--- src/rtl/reduction_frame_accum_pkg.sv ---
// reduction_frame_accum_pkg: shared widths, FSM states and result record
// for the frame reducer.
package reduction_frame_accum_pkg;
   localparam int DATA_W_DEF = 8;
   localparam int CNT_W_DEF  = 8;
   localparam int CNT_MAX_W  = 32;

   typedef enum logic [1:0] {IDLE, ACCUM, HOLD} state_t;

   // beats is wide enough for any CNT_W up to CNT_MAX_W; the top narrows it
   typedef struct packed {
      logic                 f_and;
      logic                 f_or;
      logic                 f_nand;
      logic                 f_nor;
      logic                 f_xor;
      logic                 f_nxor;
      logic [CNT_MAX_W-1:0] beats;
      logic                 ovf;
   } result_t;

   localparam result_t RES_RST = '{f_and: 1'b0, f_or: 1'b0, f_nand: 1'b1, f_nor: 1'b1,
                                   f_xor: 1'b0, f_nxor: 1'b1, beats: '0, ovf: 1'b0};
endpackage

--- src/rtl/reduction_dut.sv ---
// reduction_dut: combinational AND/OR/XOR reductions of one word, with
// their complements.
module reduction_dut #(
   parameter int W = 8
) (
   input  logic [W-1:0] in_data,
   output logic         out_and,
   output logic         out_nand,
   output logic         out_or,
   output logic         out_nor,
   output logic         out_xor,
   output logic         out_nxor
);
   assign out_and  = &in_data;
   assign out_nand = ~&in_data;
   assign out_or   = |in_data;
   assign out_nor  = ~|in_data;
   assign out_xor  = ^in_data;
   assign out_nxor = ~^in_data;
endmodule

--- src/rtl/reduction_frame_accum.sv ---
// reduction_frame_accum: folds a valid/ready beat stream into AND/OR/XOR
// accumulators and presents frame-wide reduction flags when a frame closes.
module reduction_frame_accum
   import reduction_frame_accum_pkg::*;
#(
   parameter int DATA_W = DATA_W_DEF,
   parameter int CNT_W  = CNT_W_DEF
) (
   input  logic              clk,
   input  logic              rst_n,
   input  logic              s_valid,
   output logic              s_ready,
   input  logic [DATA_W-1:0] s_data,
   input  logic              s_last,
   output logic              m_valid,
   input  logic              m_ready,
   output logic              m_and,
   output logic              m_or,
   output logic              m_nand,
   output logic              m_nor,
   output logic              m_xor,
   output logic              m_nxor,
   output logic [CNT_W-1:0]  m_beats,
   output logic              m_ovf
);
   state_t              r_state;
   logic [DATA_W-1:0]   r_and, r_or, r_xor, w_and, w_or, w_xor;
   logic [CNT_W-1:0]    r_cnt, w_cnt;
   logic                r_ovf, w_ovf, w_acc, w_first, w_sat;
   logic                w_red_and, w_red_nand, w_red_or, w_red_nor, w_red_xor, w_red_nxor;
   logic [11:0]         w_unused_red;
   result_t             r_res;

   assign s_ready = rst_n && (r_state != HOLD || m_ready);
   assign w_acc   = s_valid && s_ready;
   assign w_first = r_state != ACCUM;
   assign w_sat   = &r_cnt;

   always_comb begin
      w_and = !w_acc ? r_and : w_first ? s_data : r_and & s_data;
      w_or  = !w_acc ? r_or  : w_first ? s_data : r_or  | s_data;
      w_xor = !w_acc ? r_xor : w_first ? s_data : r_xor ^ s_data;
      w_cnt = !w_acc ? r_cnt : w_first ? CNT_W'(1) : w_sat ? r_cnt : r_cnt + 1'b1;
      w_ovf = !w_acc ? r_ovf : w_first ? 1'b0 : r_ovf | w_sat;
   end

   // each stage contributes only the reduction matching its accumulator
   reduction_dut #(.W(DATA_W)) u_red_and (
      .in_data(w_and), .out_and(w_red_and), .out_nand(w_red_nand),
      .out_or(w_unused_red[0]), .out_nor(w_unused_red[1]),
      .out_xor(w_unused_red[2]), .out_nxor(w_unused_red[3]));
   reduction_dut #(.W(DATA_W)) u_red_or (
      .in_data(w_or), .out_and(w_unused_red[4]), .out_nand(w_unused_red[5]),
      .out_or(w_red_or), .out_nor(w_red_nor),
      .out_xor(w_unused_red[6]), .out_nxor(w_unused_red[7]));
   reduction_dut #(.W(DATA_W)) u_red_xor (
      .in_data(w_xor), .out_and(w_unused_red[8]), .out_nand(w_unused_red[9]),
      .out_or(w_unused_red[10]), .out_nor(w_unused_red[11]),
      .out_xor(w_red_xor), .out_nxor(w_red_nxor));

   always_ff @(posedge clk or negedge rst_n) begin
      if (!rst_n) begin
         r_state <= IDLE;
         r_and   <= '0;
         r_or    <= '0;
         r_xor   <= '0;
         r_cnt   <= '0;
         r_ovf   <= 1'b0;
         r_res   <= RES_RST;
      end else begin
         r_and <= w_and;
         r_or  <= w_or;
         r_xor <= w_xor;
         r_cnt <= w_cnt;
         r_ovf <= w_ovf;
         if (w_acc && s_last) begin
            r_state <= HOLD;
            r_res   <= '{f_and: w_red_and, f_or: w_red_or, f_nand: w_red_nand,
                         f_nor: w_red_nor, f_xor: w_red_xor, f_nxor: w_red_nxor,
                         beats: CNT_MAX_W'(w_cnt), ovf: w_ovf};
         end else if (w_acc)
            r_state <= ACCUM;
         else if (r_state == HOLD && m_ready)
            r_state <= IDLE;
      end
   end

   assign m_valid = r_state == HOLD;
   assign m_and   = r_res.f_and;
   assign m_or    = r_res.f_or;
   assign m_nand  = r_res.f_nand;
   assign m_nor   = r_res.f_nor;
   assign m_xor   = r_res.f_xor;
   assign m_nxor  = r_res.f_nxor;
   assign m_beats = CNT_W'(r_res.beats);
   assign m_ovf   = r_res.ovf;
endmodule
--- config.mk ---
export PLATFORM = sky130hd
export DESIGN_NAME = reduction_frame_accum
export DESIGN_NICKNAME = d
export VERILOG_FILES = /design/src/rtl/reduction_frame_accum_pkg.sv /design/src/rtl/reduction_dut.sv /design/src/rtl/reduction_frame_accum.sv
export SDC_FILE = /design/constraint.sdc
export NUM_CORES = 1
export LEC_CHECK = 0
export BUFFER_PORTS_ARGS = -buffer_cell sky130_fd_sc_hd__buf_4
export CAP_MARGIN = 40
export CORE_MARGIN = 1.5
export CORE_UTILIZATION = 51
export DETAILED_ROUTE_END_ITERATION = 6
export PLACE_DENSITY_LB_ADDON = 0.3
export REMOVE_ABC_BUFFERS = 1
export SYNTH_ARGS = -nofsm -noshare
export SYNTH_HDL_FRONTEND = slang
export SYNTH_SLANG_ARGS = --single-unit
export TNS_END_PERCENT = 10
--- constraint.sdc ---
create_clock -name clk -period 1.8 [get_ports clk]
set_input_delay 0.18 -clock clk [delete_from_list [all_inputs] [get_ports clk]]
set_output_delay 0.18 -clock clk [all_outputs]
set_load 0.01 [all_outputs]
Yosys cells after proc, flatten, opt, wreduce, memory -nomap -nowiden
Index checks and enable logic that the tools add are counted.
- register bits: 50
- latch bits: 0
- memory bits (writable): 0
- memory bits (read-only): 0
- input bits: 13
- output and inout port bits: 17
- logic and storage cells: 49
- memories: 0
- add/sub/neg operators: 1
- multiply operators: 0
- divide/modulo/power cells: 0
- magnitude comparators: 0
- eq/ne operators: 3
- shifts and indexed selects: 0
- multiplexer cells: 14
- bitwise operators: 4
- reductions and logical operators: 13
- operators with widths (kind ; count):
    2-to-1 mux 8 bit ; 9
    AND reduction 8 bit ; 2
    adder 8 x 1 -> 8 bit, second input constant ; 1
    AND 8 bit ; 1
    bitwise OR 8 bit ; 1
    OR reduction 8 bit ; 1
    XNOR reduction 8 bit ; 1
    parity 8 bit ; 1
    bitwise XOR 8 bit ; 1
    2-to-1 mux 2 bit ; 3
    logical AND 1 bit ; 4
    nonzero test 3 bit ; 1
    equality test 2 bit, second input constant ; 1
    logical NOT 1 bit ; 2
    2-to-1 mux 1 bit ; 2
    != test 2 x 1 -> 1 bit, second input constant ; 1
    != test 2 bit, second input constant ; 1
    logical OR 1 bit ; 1
    bitwise OR 1 bit ; 1

Depth between registers and ports, before layout
- depth in word-level cells: 7
- gate-level depth with buffers: 9
- gate-level depth less buffers: 7

Cells and area by module
A second synthesis with hierarchy kept.
- cells, all modules: 261
- area, all modules: 2707.6 um^2
- by module, submodules not included (module ; times used ; cells an instance ; area an instance (um^2) ; sequential area each (um^2)):
    reduction_frame_accum ; 1 ; 189 ; 2144.6 ; 1255.0
    reduction_dut ; 3 ; 24 ; 187.7 ; 0.0

Worst setup path before layout
Ideal clock, no wire load.
- kind: register to register
- start: register r_state[0]
- end: register r_res (netlist bit m_nxor)
- library setup time: 0.082 ns
- arrival: 1.838 ns
- required time: 1.718 ns
- path slack: -0.120 ns
- stages on the path, launching flop included: 9
- path buffers: 2
- period minus slack after synthesis: 1.920 ns
- cell sequence: dfrtp_1 or3b_1 buf_2 and2_4 buf_6 a32oi_1 xnor2_1 xnor2_1 mux2_2
- longest elaborated chain between the ends: 6
- elaborated cells on any way between the ends: 9
- those cells by class: eq/ne: 2; mux: 2; reduce/logical: 5
- RTL lines (item ; RTL line ; source):
    from (decl) ; reduction_frame_accum.sv:26 ; state_t r_state;
    from (signal assigned) ; reduction_frame_accum.sv:63 ; r_state <= IDLE;
    from (signal assigned) ; reduction_frame_accum.sv:77 ; r_state <= HOLD;
    from (signal assigned) ; reduction_frame_accum.sv:82 ; r_state <= ACCUM;
    != test 2 bit ; reduction_frame_accum.sv:34 ; assign s_ready = rst_n && (r_state != HOLD || m_ready);
    logical OR 1 bit ; reduction_frame_accum.sv:34 ;
    logical AND 1 bit ; reduction_frame_accum.sv:34 ;
    logical AND 1 bit ; reduction_frame_accum.sv:35 ; assign w_acc = s_valid && s_ready;
    2-to-1 mux 8 bit ; reduction_frame_accum.sv:42 ; w_xor = !w_acc ? r_xor : w_first ? s_data : r_xor ^ s_data;
    XNOR reduction 8 bit ; reduction_dut.sv:19 ; assign out_nxor = ~^in_data;
    to (signal assigned) ; reduction_frame_accum.sv:78 ; r_res <= '{f_and: w_red_and, f_or: w_red_or, f_nand: w_red_nand,
    to (decl) ; reduction_frame_accum.sv:32 ; result_t r_res;
Parallel ways exist; a longest one is shown, timed or not.
A chain may end at the register's enable or synchronous reset.

Worst setup path after layout
Ends and elaborated chain as after synthesis.

==> impl_results.md <==
- Simple-Gate Fraction of Synth Area: 0.170
- Final Util: 0.657
- Area fraction in compound gates after synthesis: 0.190
- Worst Tran Pin Value: around 0.64 ns
- DR DRC count: 0
- Avg WL per Cell: 16.0 µm
- Sequential share of the synthesized area: 0.524
- Clock Sinks: 50
- Fin crit period: about 1.8 ns
- CP Capture Type: flop
- CP Data Arrival Time: between 2 and 2.5 ns
- Setup CP Type: flop to flop
- Pwr Total: around 3.0 mW
- Port Buffers: 29
- H-tree depth: 2
- Slack of the critical path: -0.0145 ns
- Post-route ant nets: 0
- Final instance area: 0.00292 mm²
- Via density: 5.84
- Largest family of logic cells by synthesized area: compound AO/OA/AOI/OAI gates
- Hold Buf Count CTS: 0
- Syn_area_per_cell: roughly 10 µm²
- Worst vdd ir: around 750 µV
- Global route overflow: 0
- Synth warn: 0
- Core Region: 0.00444 mm²
- Post-Route WL: about 5.4 mm
- Post-synth EDFFs: 0
- Cell taking the most area after synthesis: dfrtp_1
- Clk root buf: clkbuf_8
- Crit path max fanout: 10
- Relative slew slack: 0.576
- N_diodes: 0
- CTS tree: yes
- Clock tree buffer depth: 2
- CP required: 2.03 ns
- Async SR Flop Fraction: 1.00
- Initial antenna violation count: 0
- 1st-pass router iterations: 6
- Via count: approximately 2,000
- Worst-path clk slew: ~0.090 ns
- DRT iter0 DRCs: 105
- Static leakage power: about 1.3 nW
- Final Cycle Share: 1.01
- Share of layout cells above drive strength 1: 0.260
- Post-synthesis mux area share: 0.0173
- Placer congestion estimate: slightly below 0.9
- Die width: ~72 µm
- Die Area: 0.00511 mm²
- RSZ-0062 raised after global routing: true
- Top post-synthesis cells by area: dfrtp_1 49%, nand2_1 4.2%, nor2_1 3.9%
- Yosys top cell area share: 0.491
- Status: finished, violations left
- Vert. Die Dim: roughly 72 µm
- Worst Setup Start Kind: flop
- Max-cap violations: 0
- Final net count: between 200 and 300
- Synth Instances: 240
- Setup violations, final: 1
- Vias in the first global route: 1,889
- Largest net degree at the start of global routing: 52
- Placed cell areas: between 0.002 and 0.003 mm²
- I/O Pins: 30
- Final Non-Filler Cells: between 300 and 400
- PD cells: ~1000 mW/mm²
- Initial Utilization: 0.539
- Failing checks: negative setup slack
- Final Skew: between 0.004 and 0.005 ns
- Endpoints failing hold: 0
- Peak Freq: ~550 MHz
- Fin. max-slew vios: 0
- Dpl cells: between 300 and 400
- Post-route setup TNS: -0.0145 ns
- Clk_lat worst skew: 0.30 ns
- Global-route wire length before repair: slightly above 9 mm
- Cell variety after synth: 40
- Syn Std Cell Area: 0.00239 mm²
- Yosys reg bits: 50
- Row Count: 24
- Xor and xnor fraction of the mapped netlist area: 0.0549
- Adder-cell share of the synthesized area: 0.00523
- CTS Buf Count: 5
- GRT Resource Usage Total: 0.227
- Hold crit path type: input pin to asynchronous set/reset pin
- Predominant post-synthesis flop cell: dfrtp_1
- Area delta synth->final: 22.1%
- DP HPWL: approximately 3.9 mm
-- worst max-delay path: stages, from the launching register on --
cell,delay [ns]
dfrtp_1,0.39
or3b_4,0.39
and2_4,0.19
a32oi_1,0.23
xnor2_1,0.16
xnor2_1,0.10
mux2_2,0.27
-- flip-flops by register name, summed over array words and instances, names as in the netlist --
signal	flops
r_ovf	1
m_and	1
m_nxor	1
r_cnt	8
r_and	8
r_state	2
m_nand	1
m_ovf	1
m_xor	1
m_or	1
r_xor	8
m_beats	8
m_nor	1
r_or	8
-- path summary, 6_finish.rpt --
check	start	to	slack [ns]	depth (start not counted)
max	r_state[0]	m_nxor	-0.01	6
min	rst_n	r_xor[3]	0.003	2
max reg2reg	r_state[0]	m_nxor	-0.01	6
min reg2reg	m_beats[7]	m_beats[7]	0.48	2
max in group asynchronous	rst_n	r_xor[1]	1.36	2
min in group clk	s_last	r_state[0]	0.11	2
-- repair_timing --
action	CTS	global route
pin swaps	0	9
setup endpoints to repair	4	15
resized for setup	4	5
buffers inserted	0	1
gates cloned	0	0
-- placed cells by master, fill, tap and decap left out, types with 2 or more instances in the layout --
cell	n
a21o_1	2
a21oi_1	17
a22o_1	7
a311oi_1	7
a31oi_1	2
a32oi_1	2
a32oi_2	2
and2_1	2
and3_1	4
and4_1	2
buf_4	53
clkbuf_8	6
dfrtp_1	47
dfstp_2	3
inv_1	2
mux2i_1	3
nand2_1	27
nand3_1	4
nand4_1	6
nand4b_1	4
nor2_1	25
nor2b_1	2
o21ai_0	15
o21ai_1	2
o22a_1	7
o31ai_1	2
xnor2_1	9
xor2_1	5
-- through the flow --
| stage | hold WS [ns] | setup slack (ns) |
|---|---|---|
| 2_1_floorplan | -0.116 | -0.173 |
| 3_3_place_gp | 0.356 | 0.0310 |
| 3_5_place_dp | 0.358 | -0.0549 |
| 4_1_cts | 0.0213 | -0.0272 |
| 5_1_grt | 0.0666 | -0.0807 |
| 6_report | 0.00288 | -0.0145 |
-- power by group --
group | switching [mW] | internal (mW)
clock network | 0.345 | 0.310
logic | 0.413 | 0.428
registers | 0.139 | 1.33
-- cell usage after synthesis, types with 2 or more instances --
master	n
xor2_1	6
and3_1	4
a21oi_1	17
a32oi_1	3
nor2b_1	2
o21ai_0	17
nand4b_1	4
nor2_1	25
inv_1	2
dfstp_2	3
a311oi_1	7
nand4_1	6
a21o_1	2
xnor2_1	9
nand3_1	4
o31ai_1	2
buf_2	4
clkbuf_1	12
and2_1	2
nand2_1	27
mux2i_1	3
and4_1	2
a22o_1	7
dfrtp_1	47
o22a_1	7
a31oi_1	2
-- logic make-up after synthesis --
group | after synthesis
muxes | 4
and+or+nand+nor | 83
adders and majority gates | 1
buffers and inverters | 20
AOI/OAI and AO/OA | 67
DFF | 50
xor gates and xnor gates | 15
-- area by class of cell --
type | count | area (µm²)
clock buffers | 7 | 86.3
clock inverters | 1 | 5.00
fillers | 362 | 1520
inverters | 2 | 7.51
multi-input cells | 170 | 1070
flip-flops and latches | 50 | 1250
well taps | 52 | 65.1
repair buffers | 55 | 429
-- per-layer routing --
metal	vias to the layer above	share of wire	global-route usage
met5	-	0	0
met4	0	0.011	0.0943
met3	4	0.030	0.0436
met2	38	0.46	0.336
met1	979	0.50	0.331
li1	948	-	-
Note: power is estimated with default switching activity, not from simulation.
